$ cat config.mk
export PLATFORM = sky130hd
export DESIGN_NAME = sys1_rom_loader
export DESIGN_NICKNAME = d
export VERILOG_FILES = /design/src/rtl/sys1_pkg.sv /design/src/rtl/sys1_reset_stretch.sv /design/src/rtl/sys1_rom_loader.sv
export SDC_FILE = /design/constraint.sdc
export NUM_CORES = 1
export LEC_CHECK = 0
export ABC_AREA = 0
export BUFFER_PORTS_ARGS = -buffer_cell sky130_fd_sc_hd__buf_4
export CORE_MARGIN = 1
export CORE_UTILIZATION = 28
export CTS_BUF_LIST = sky130_fd_sc_hd__clkbuf_8
export CTS_CLUSTER_SIZE = 24
export DETAILED_ROUTE_END_ITERATION = 10
export GPL_ROUTABILITY_DRIVEN = 0
export PLACE_DENSITY_LB_ADDON = 0.1
export SYNTH_ARGS = -nofsm -noshare
export SYNTH_HDL_FRONTEND = slang
export SYNTH_SLANG_ARGS = --single-unit
$ cat constraint.sdc
create_clock -name clk_sys -period 3.9 [get_ports clk_sys]
set_clock_uncertainty 0.2 [all_clocks]
set_input_delay 0.195 -clock clk_sys [delete_from_list [all_inputs] [get_ports clk_sys]]
set_output_delay 0.195 -clock clk_sys [all_outputs]
set_load 0.1 [all_outputs]
$ cat src/rtl/sys1_pkg.sv
// sys1_pkg: shared types and constants for the SEGA System 1 download front end.
//   ldr_state_t       - loader state machine encoding
//   IDX_SYSMODE/DSW   - ioctl_index values of the SYSMODE and DIP-switch streams
//   SYSMODE_*         - bit positions inside the captured SYSMODE byte used by the core
//   hold_cnt_w()      - width of the post-download reset hold counter
package sys1_pkg;

   typedef enum logic [1:0] {
      StIdle,
      StLoad,
      StHold,
      StRun
   } ldr_state_t;

   localparam logic [7:0] IDX_SYSMODE = 8'd1;
   localparam logic [7:0] IDX_DSW     = 8'd254;

   localparam int unsigned SYSMODE_SYS2    = 0;
   localparam int unsigned SYSMODE_V       = 1;
   localparam int unsigned SYSMODE_H240    = 2;
   localparam int unsigned SYSMODE_WATER   = 3;
   localparam int unsigned SYSMODE_CCW     = 4;
   localparam int unsigned SYSMODE_SPINNER = 5;
   localparam int unsigned SYSMODE_HSDELAY = 6;

   // Enough bits to hold the value `hold`, never less than one.
   function automatic int unsigned hold_cnt_w(input int unsigned hold);
      int unsigned w;
      w = $clog2(hold + 1);
      return (w < 1) ? 1 : w;
   endfunction

endpackage

$ cat src/rtl/sys1_reset_stretch.sv
// sys1_reset_stretch: keeps the core in reset while a ROM image loads and for RST_HOLD
// cycles after it ends.
//   clk_i, rst_i    - clock, asynchronous active-high reset
//   start_i         - download ended: load the hold counter and begin counting
//   abort_i         - new ROM download: drop any hold in progress and re-assert reset
//   done_o          - hold counter has reached zero (last HOLD cycle)
//   core_reset_o    - reset to the game core, high until a hold completes
module sys1_reset_stretch
   import sys1_pkg::*;
#(
   parameter int unsigned RST_HOLD = 4800
) (
   input  logic clk_i,
   input  logic rst_i,
   input  logic start_i,
   input  logic abort_i,
   output logic done_o,
   output logic core_reset_o
);

   localparam int unsigned CntW = hold_cnt_w(RST_HOLD);

   logic [CntW-1:0] cnt_q, cnt_d;
   logic            hold_q, hold_d;
   logic            released_q, released_d;

   always_comb begin
      cnt_d      = cnt_q;
      hold_d     = hold_q;
      released_d = released_q;
      if (abort_i) begin
         hold_d     = 1'b0;
         released_d = 1'b0;
      end else if (start_i) begin
         hold_d = 1'b1;
         cnt_d  = CntW'(RST_HOLD);
      end else if (hold_q) begin
         if (cnt_q == '0) begin
            hold_d     = 1'b0;
            released_d = 1'b1;
         end else begin
            cnt_d = cnt_q - CntW'(1);
         end
      end
   end

   always_ff @(posedge clk_i or posedge rst_i) begin
      if (rst_i) begin
         cnt_q      <= '0;
         hold_q     <= 1'b0;
         released_q <= 1'b0;
      end else begin
         cnt_q      <= cnt_d;
         hold_q     <= hold_d;
         released_q <= released_d;
      end
   end

   assign done_o       = hold_q && (cnt_q == '0) && !abort_i;
   assign core_reset_o = ~released_q;

endmodule

$ cat src/rtl/sys1_rom_loader.sv
// sys1_rom_loader: HPS ioctl download front end for the SEGA System 1 core.
// Routes ROM bytes to the core ROM write port (registered), captures the SYSMODE byte
// and eight DIP-switch bytes, and sequences the core reset around ROM downloads.
//   clk_sys, reset             - 48 MHz clock, asynchronous active-high reset
//   ioctl_*                    - HPS download stream (download, wr, index, addr, dout)
//   rom_addr/rom_data/rom_we   - core ROM write port, one cycle after the ioctl write
//   sysmode, dsw               - captured SYSMODE byte and DIP bytes (byte n at [8n+7:8n])
//   core_reset, rom_loaded     - core reset and "a ROM image has been loaded" flag
// Optional feature, macro SYS1_ROM_CHECKSUM_EN: adds rom_sum (16-bit additive checksum)
// and rom_count (accepted ROM byte count), both cleared when a ROM download starts.
module sys1_rom_loader
   import sys1_pkg::*;
#(
   parameter int unsigned RST_HOLD  = 4800,
   parameter int unsigned ROM_INDEX = 0
) (
   input  logic        clk_sys,
   input  logic        reset,
   input  logic        ioctl_download,
   input  logic        ioctl_wr,
   input  logic [7:0]  ioctl_index,
   input  logic [24:0] ioctl_addr,
   input  logic [7:0]  ioctl_dout,
   output logic [24:0] rom_addr,
   output logic [7:0]  rom_data,
   output logic        rom_we,
   output logic [7:0]  sysmode,
   output logic [63:0] dsw,
   output logic        core_reset,
`ifdef SYS1_ROM_CHECKSUM_EN
   output logic [15:0] rom_sum,
   output logic [24:0] rom_count,
`endif
   output logic        rom_loaded
);

   localparam logic [7:0] RomIdx = 8'(ROM_INDEX);

   ldr_state_t  state_q, state_d;
   logic        dl_q;
   logic [7:0]  cur_index_q;
   logic        cur_valid_q;
   logic        rom_we_q;
   logic [24:0] rom_addr_q;
   logic [7:0]  rom_data_q;
   logic [7:0]  sysmode_q;
   logic [63:0] dsw_q, dsw_d;
   logic        rom_loaded_q;

   logic dl_rise, dl_fall, rom_rise;
   logic wr_ok, rom_wr, sys_wr, dsw_wr;
   logic hold_start, hold_done;

   assign dl_rise  = ioctl_download & ~dl_q;
   assign dl_fall  = ~ioctl_download & dl_q;
   assign rom_rise = dl_rise && (ioctl_index == RomIdx);

   // cur_valid_q gates writes until an index has been latched since reset.
   assign wr_ok  = ioctl_wr & ioctl_download & cur_valid_q;
   assign rom_wr = wr_ok && (cur_index_q == RomIdx);
   assign sys_wr = wr_ok && (cur_index_q == IDX_SYSMODE) && (ioctl_addr == '0);
   assign dsw_wr = wr_ok && (cur_index_q == IDX_DSW) && (ioctl_addr[24:3] == '0);

   always_comb begin
      state_d    = state_q;
      hold_start = 1'b0;
      unique case (state_q)
         StIdle: if (rom_rise) state_d = StLoad;
         StLoad: begin
            if (dl_fall) begin
               state_d    = StHold;
               hold_start = 1'b1;
            end
         end
         StHold: begin
            if (rom_rise)       state_d = StLoad;
            else if (hold_done) state_d = StRun;
         end
         StRun:  if (rom_rise) state_d = StLoad;
         default: state_d = StIdle;
      endcase
   end

   always_comb begin
      dsw_d = dsw_q;
      if (dsw_wr) dsw_d[{ioctl_addr[2:0], 3'b000} +: 8] = ioctl_dout;
   end

   sys1_reset_stretch #(
      .RST_HOLD(RST_HOLD)
   ) u_reset_stretch (
      .clk_i       (clk_sys),
      .rst_i       (reset),
      .start_i     (hold_start),
      .abort_i     (rom_rise),
      .done_o      (hold_done),
      .core_reset_o(core_reset)
   );

   always_ff @(posedge clk_sys or posedge reset) begin
      if (reset) begin
         state_q      <= StIdle;
         // Reset as "already high" so a download still running when reset releases
         // is not taken for a fresh start.
         dl_q         <= 1'b1;
         cur_index_q  <= '0;
         cur_valid_q  <= 1'b0;
         rom_we_q     <= 1'b0;
         rom_addr_q   <= '0;
         rom_data_q   <= '0;
         sysmode_q    <= '0;
         dsw_q        <= '0;
         rom_loaded_q <= 1'b0;
      end else begin
         state_q  <= state_d;
         dl_q     <= ioctl_download;
         rom_we_q <= rom_wr;
         dsw_q    <= dsw_d;
         if (dl_rise) begin
            cur_index_q <= ioctl_index;
            cur_valid_q <= 1'b1;
         end
         if (rom_wr) begin
            rom_addr_q <= ioctl_addr;
            rom_data_q <= ioctl_dout;
         end
         if (sys_wr) sysmode_q <= ioctl_dout;
         if ((state_q == StHold) && hold_done) rom_loaded_q <= 1'b1;
      end
   end

`ifdef SYS1_ROM_CHECKSUM_EN
   logic [15:0] sum_q;
   logic [24:0] count_q;

   always_ff @(posedge clk_sys or posedge reset) begin
      if (reset) begin
         sum_q   <= '0;
         count_q <= '0;
      end else if (rom_rise) begin
         sum_q   <= '0;
         count_q <= '0;
      end else if (rom_wr) begin
         sum_q   <= sum_q + {8'h00, ioctl_dout};
         count_q <= count_q + 25'd1;
      end
   end

   assign rom_sum   = sum_q;
   assign rom_count = count_q;
`endif

   assign rom_addr   = rom_addr_q;
   assign rom_data   = rom_data_q;
   assign rom_we     = rom_we_q;
   assign sysmode    = sysmode_q;
   assign dsw        = dsw_q;
   assign rom_loaded = rom_loaded_q;

endmodule
# Word-level counts from Yosys, hierarchy flattened
# Index checks and enable logic that the tools add are counted.
# totals
input_bits	45
rom_bits	0
latchBits	0
memories	0
ff_bits	134
ram_bits	0
out_inout_bits	108
# classes
n_eq_ne	10
bitwise	8
n_div	0
add_sub_neg	2
mux	19
n_lt_le_gt_ge	0
n_reduce_logical	23
multipliers	0
shift	2
# ops
op	count
$bwmux W64	1
$shift A8 B8 Y64 const A	1
$shiftx A8 B8 Y64	1
$mux W13	3
$logic_not A25 Y1	1
$logic_not A22 Y1	1
$logic_not A8 Y1	2
$logic_not A13 Y1	1
$sub A13 B1 Y13 const B	1
$mux W1	10
$logic_and A1 B1 Y1	9
$reduce_and A3 Y1	3
$eq A8 B1 Y1 const B	1
$eq A8 B8 Y1 const B	1
$mux W2	4
$neg A6 Y8	1
$pmux W2 S3	1
$reduce_bool A2 Y1	3
$and A1 B1 Y1	4
$eq A2 B2 Y1 const B	2
$ne A2 B1 Y1 const B	2
$ne A2 B2 Y1 const B	2
$not A1 Y1	4
$ne A3 B2 Y1 const B	1
other kinds (4)	4

# Logic depth before layout (Yosys ltp)
# logic_depth
word_depth	8
depth_mapped	8

# Hierarchy
# A second synthesis with hierarchy kept.
# hier_totals
cells_unflattened	409
hier_area_um2	5763.0
# by_module_without_submodules
module	seq_area_each_um2	instances	area_each_um2	cells_each
sys1_rom_loader	2979.1	1	4848.4	312
sys1_reset_stretch	375.4	1	914.6	97

# Worst setup path after synthesis
# OpenSTA, ideal clock, no wires.
# synth_timing
path_type	input-to-reg
startpoint	input ioctl_addr[0]
endpoint	register dsw_q[40], in the netlist dsw[40]
stages	6
arrival_ps	2193
n_path_buf	0
setup_slack_ps	1382
required_time_ps	3575
path_cell_list	inv_1 -> ha_1 -> ha_1 -> or4b_2 -> nor4_4 -> mux2_2
# synth_via
elab_chain_len	3
word_cells_on_any_way	4
classes_between	add/sub (1); shift (2); mux (1)
# synth_rtl
item	line	rtl
start, declared	sys1_rom_loader.sv:22	input logic [24:0] ioctl_addr,
$neg A6 Y8 *	sys1_rom_loader.sv:86	if (dsw_wr) dsw_d[{ioctl_addr[2:0], 3'b000} +: 8] = ioctl_dout;
$shiftx A8 B8 Y64 / $shift A8 B8 Y64 (equally long branches)	sys1_rom_loader.sv:86	
$bwmux W64 *	sys1_rom_loader.sv:86	
end signal, assigned	sys1_rom_loader.sv:118	dsw_q <= dsw_d;
end, declared	sys1_rom_loader.sv:47	logic [63:0] dsw_q, dsw_d;
# Mark *: on every way between the ends. The rest lies on a longest branch, timed or not.
# A chain may end at the register's enable or synchronous reset.

# Worst setup path after layout
# layout_timing
startpoint	input ioctl_addr[0]
endpoint	register dsw_q[41], in the netlist dsw[41]
# The elaborated chain is that of the path after synthesis.

==> metrics.sh <==
TIMING.RR.START='u_reset_stretch.cnt_q[6]'
DRV.MAX_CAP_VIOLATION_COUNT=0
CRIT_PATH_START_KIND='input pin'
HOLD_PATH.STARTPOINT='ioctl_download'
POST_SYNTH.CELL_AREA_AVG_UM2=13.79
NUMCTSBUFFERS=17
YOSYSTOPAREACELL='dfrtp_1'
TIMING.CRITICAL_PATH.REQUIRED_NS=4.02
PWR-SHARE-SEQ_PCT=38.1
FINAL-HOLD-VIOLATION-COUNT=0
CTS_MAX_LEVEL=4
MOST_INSTANTIATED_LIBRARY_CELL_AFTER_SYNTHESIS='dfrtp_1'
FINALCRITICALPERIOD_NS=2.934
CRITPATHLAUNCH='ioctl_addr[0]'
LAYOUT-DRIVE-GT1-SHARE_PCT=51.10
NUMBER_OF_ANTENNA_VIOLATIONS_AT_THE_FIRST_CHECK_IN_GLOBAL_ROUTING=0
CP_MAX_FO=8
CLOCK_SINKS=134
SYNTHTOPCELLSBYCOUNT='133 x dfrtp_1, 97 x mux2_2, 30 x nand2_1, 11 x nor2_1'
CELLPOWERDENSITY_nW_PER_UM2=532.2
TOTAL_ROUTING_USAGE_GR_PCT=15.10
CELL_TYPES_OCCUPYING_THE_MOST_AREA_AFTER_SYNTHESIS='dfrtp_1 56%, mux2_2 19%, nor4_4 2.9%'
POWER.COMBINATIONAL.FRACTION_PCT=29.4
SLOWEST_STAGE_DELAY_CP_NS=0.72
LAYOUT_AREA_GROWTH_OVER_SYNTHESIS_PCT=39.78
STARTING_DRT_DRC_COUNT=141
DESIGN.FINAL.NETS=677
CTS_TREE='yes'
RESULT_OF_THE_RUN='finished, final reports clean'
INSERTION_DELAY_NS=0.44
TIMING.CRITICAL_PATH.MODE_CELL='ha_1'
SYNTH_LARGEST_TYPE_AREA_FRACTION_PCT=56.38
SYN_NETS=480
POST-CTS-SETUP-BUFFERS=0
WORST_CASE_HEADROOM_TO_THE_MAX_SLEW_LIMIT_PCT=40.84
GLOBAL_ROUTE_WIRE_LENGTH_BEFORE_REPAIR_UM=24810
DRC=0
POWER.INTERNAL_mW=2.757
POSTSYNTHREGISTERBITS=134
STD_CELL_ROWS=52
VIA_PER_INST=4.608
SYNTH.YOSYS.SEQ_AREA_SHARE_PCT=56.82
MAX-VDD-IR-DROP_uV=313.8
CP_CELL_SEQUENCE='dlygate4sd3_1 > buf_4 > inv_1 > ha_1 > ha_1 > or4b_2 > nor4_4 > mux2_2'
TIMING_WORST_SLEW_PIN_VALUE_NS=0.8843
IO_PINS=153
ASYNC_FLOP_SHARE_PCT=100.0
SWSHARE_PCT=37.22
NUM_VIAS=4184
SYN_INST=428
WIRE_PER_INST_UM=17.15
MAPPEDNETLISTAREA_UM2=5903
MAXSLEWVIOLCOUNT=0
GRT_PASS1_VIAS=4462
SYNTH-EDFF-COUNT=0
CRITPATHKIND='in -> reg'
MIN-DELAY-PATH-CLASS='in -> reg'
CRITPATHARRIVALTIME_NS=3.06
YS_WARN_COUNT=0
CLOCKBUFFERDEPTH=2
GRT_MAX_DEGREE=135
POST-ROUTE-UTIL_PCT=40.39
SYNTH.DISTINCT_CELLS=57
TIMING.FINAL.CRIT_SHARE_PCT=75.23
DIE_SPAN_IN_Y_UM=147.2
RSZ0062_AT_GRT='false'
NUM_ANTENNA_CELLS=0
NET-SWITCHING-POWER_mW=1.634
SETUP_VIOL=0
CTS-ROOT-BUF='clkbuf_8'
SYNTHFLOPTYPE='dfrtp_1'
END_KIND='flip-flop'
GRT-OVFL-TOTAL=0
CLOCK_POWER_SHARE_PCT=32.5
R2R_SETUP_SLACK_NS=1.28
SETUP_TNS_NS=0
DRTPASS1ITERATIONS=4
CORE_AREA_UM2=20430
LEAKAGEPOWER_nW=4.156
IO_BUFFER_COUNT=152
FLOORPLAN.DIE_AREA_UM2=21670
FINALWIRELENGTH_UM=15570
CRITICAL-PATH-SLOWEST-CELL='or4b_2'
PLACE_HPWL_UM=10660
COUNT_OF_NETS_LEFT_WITH_ANTENNA_VIOLATIONS_AFTER_DETAIL_ROUTING=0
FLOORPLAN.INITIALDENSITY_PCT=28.90
FP.DIEW_UM=147.2
CLKSLEWWORSTSETUPHOLDPATHS_NS=0.07
MAX_FREQ_GHz=0.3408
## cell usage in the layout (no fill, tap or decap), types with 9 or more instances in the layout
cell,n
clkbuf_8,18
nor2_1,11
a21oi_1,10
mux2_2,97
inv_1,9
buf_4,153
nand2_1,30
dfrtp_1,133
nand3_1,10
dlygate4sd3_1,44
## per-layer routing
layer / vias up / routed length, µm / GRT usage, % / share of wire [%]
met5: - / 0 / 0 / 0
met4: 0 / 287 / 5.979 / 1.8
met3: 20 / 758 / 3.758 / 4.9
met2: 115 / 7698 / 24.93 / 49
met1: 2100 / 6824 / 18.89 / 44
li1: 1949 / - / - / -
## worst max-delay path, delay by kind of cell
family	cells	cell delay, ns
and+or+nand+nor	2	1.18
buffers and inverters	3	0.71
adders and majority gates	2	0.57
muxes	1	0.40
## registers in the layout (all words and copies together), names as in the netlist
signal	count
rom_loaded	1
state_q	2
dl_q	1
u_reset_stretch.released_q	1
cur_valid_q	1
rom_data	8
rom_addr	25
sysmode	8
cur_index_q	8
rom_we	1
u_reset_stretch.hold_q	1
u_reset_stretch.cnt_q	13
dsw	64
## final timing paths
| path | end | cells after the start |
|---|---|---|
| max in group asynchronous | u_reset_stretch.cnt_q[9] | 4 |
| max reg2reg | u_reset_stretch.cnt_q[6] | 4 |
| min reg2reg | cur_valid_q | 1 |
| max | dsw[41] | 8 |
| min in group asynchronous | rom_data[6] | 4 |
| min | dl_q | 2 |
## repair_timing
item	CTS	global route
endpoints found under the hold margin	248	0
resized for setup	0	0
hold buffers	44	0
## power groups by stage
| stage | clock, mW | sequential, mW | combinational (mW) |
|---|---|---|---|
| finish | 1.43 | 1.67 | 1.29 |
| CTS | 1.48 | 1.67 | 1.30 |
| detailed placement | 0 | 1.70 | 1.27 |
| floorplan | 0 | 2.32 | 0.328 |
| global route | 1.54 | 1.70 | 1.36 |
| global placement | 0 | 1.69 | 1.25 |
## layout make-up
type                    instances  area [µm²]
fillers                      1984       12180
flip-flops and latches        134        3354
multi-input cells             264        2412
repair buffers                198        1609
well taps                     270       337.8
clock inverters                14       249.0
clock buffers                  18       247.7
inverters                      10       41.29
## logic make-up (layout without fill, tap and decap cells)
logic type                 count (synthesis)  after routing  synth area share (%)
AOI/OAI and AO/OA                         29             29                 3.710
muxes                                    108            108                 21.05
and+or+nand+nor                          120            120                 14.62
adders and majority gates                  7              7                 1.484
buffers and inverters                     30            240                 2.310
DFF                                      134            134                 56.82
## metrics by stage
stage,std cells,instance area [µm²],total power [mW],hold slack [ns],worst slack (ns)
3_3_place_gp,832,7315,2.946,0.1405,1.110
4_1_cts,908,8252,4.449,0.2156,0.9828
3_5_place_dp,832,7315,2.963,0.1427,1.041
6_report,908,8252,4.392,0.2549,0.9661
2_1_floorplan,428,5907,2.651,-0.0005223,1.382
5_1_grt,908,8252,4.601,0.2391,0.8752
(Power assumes the default switching activity.)
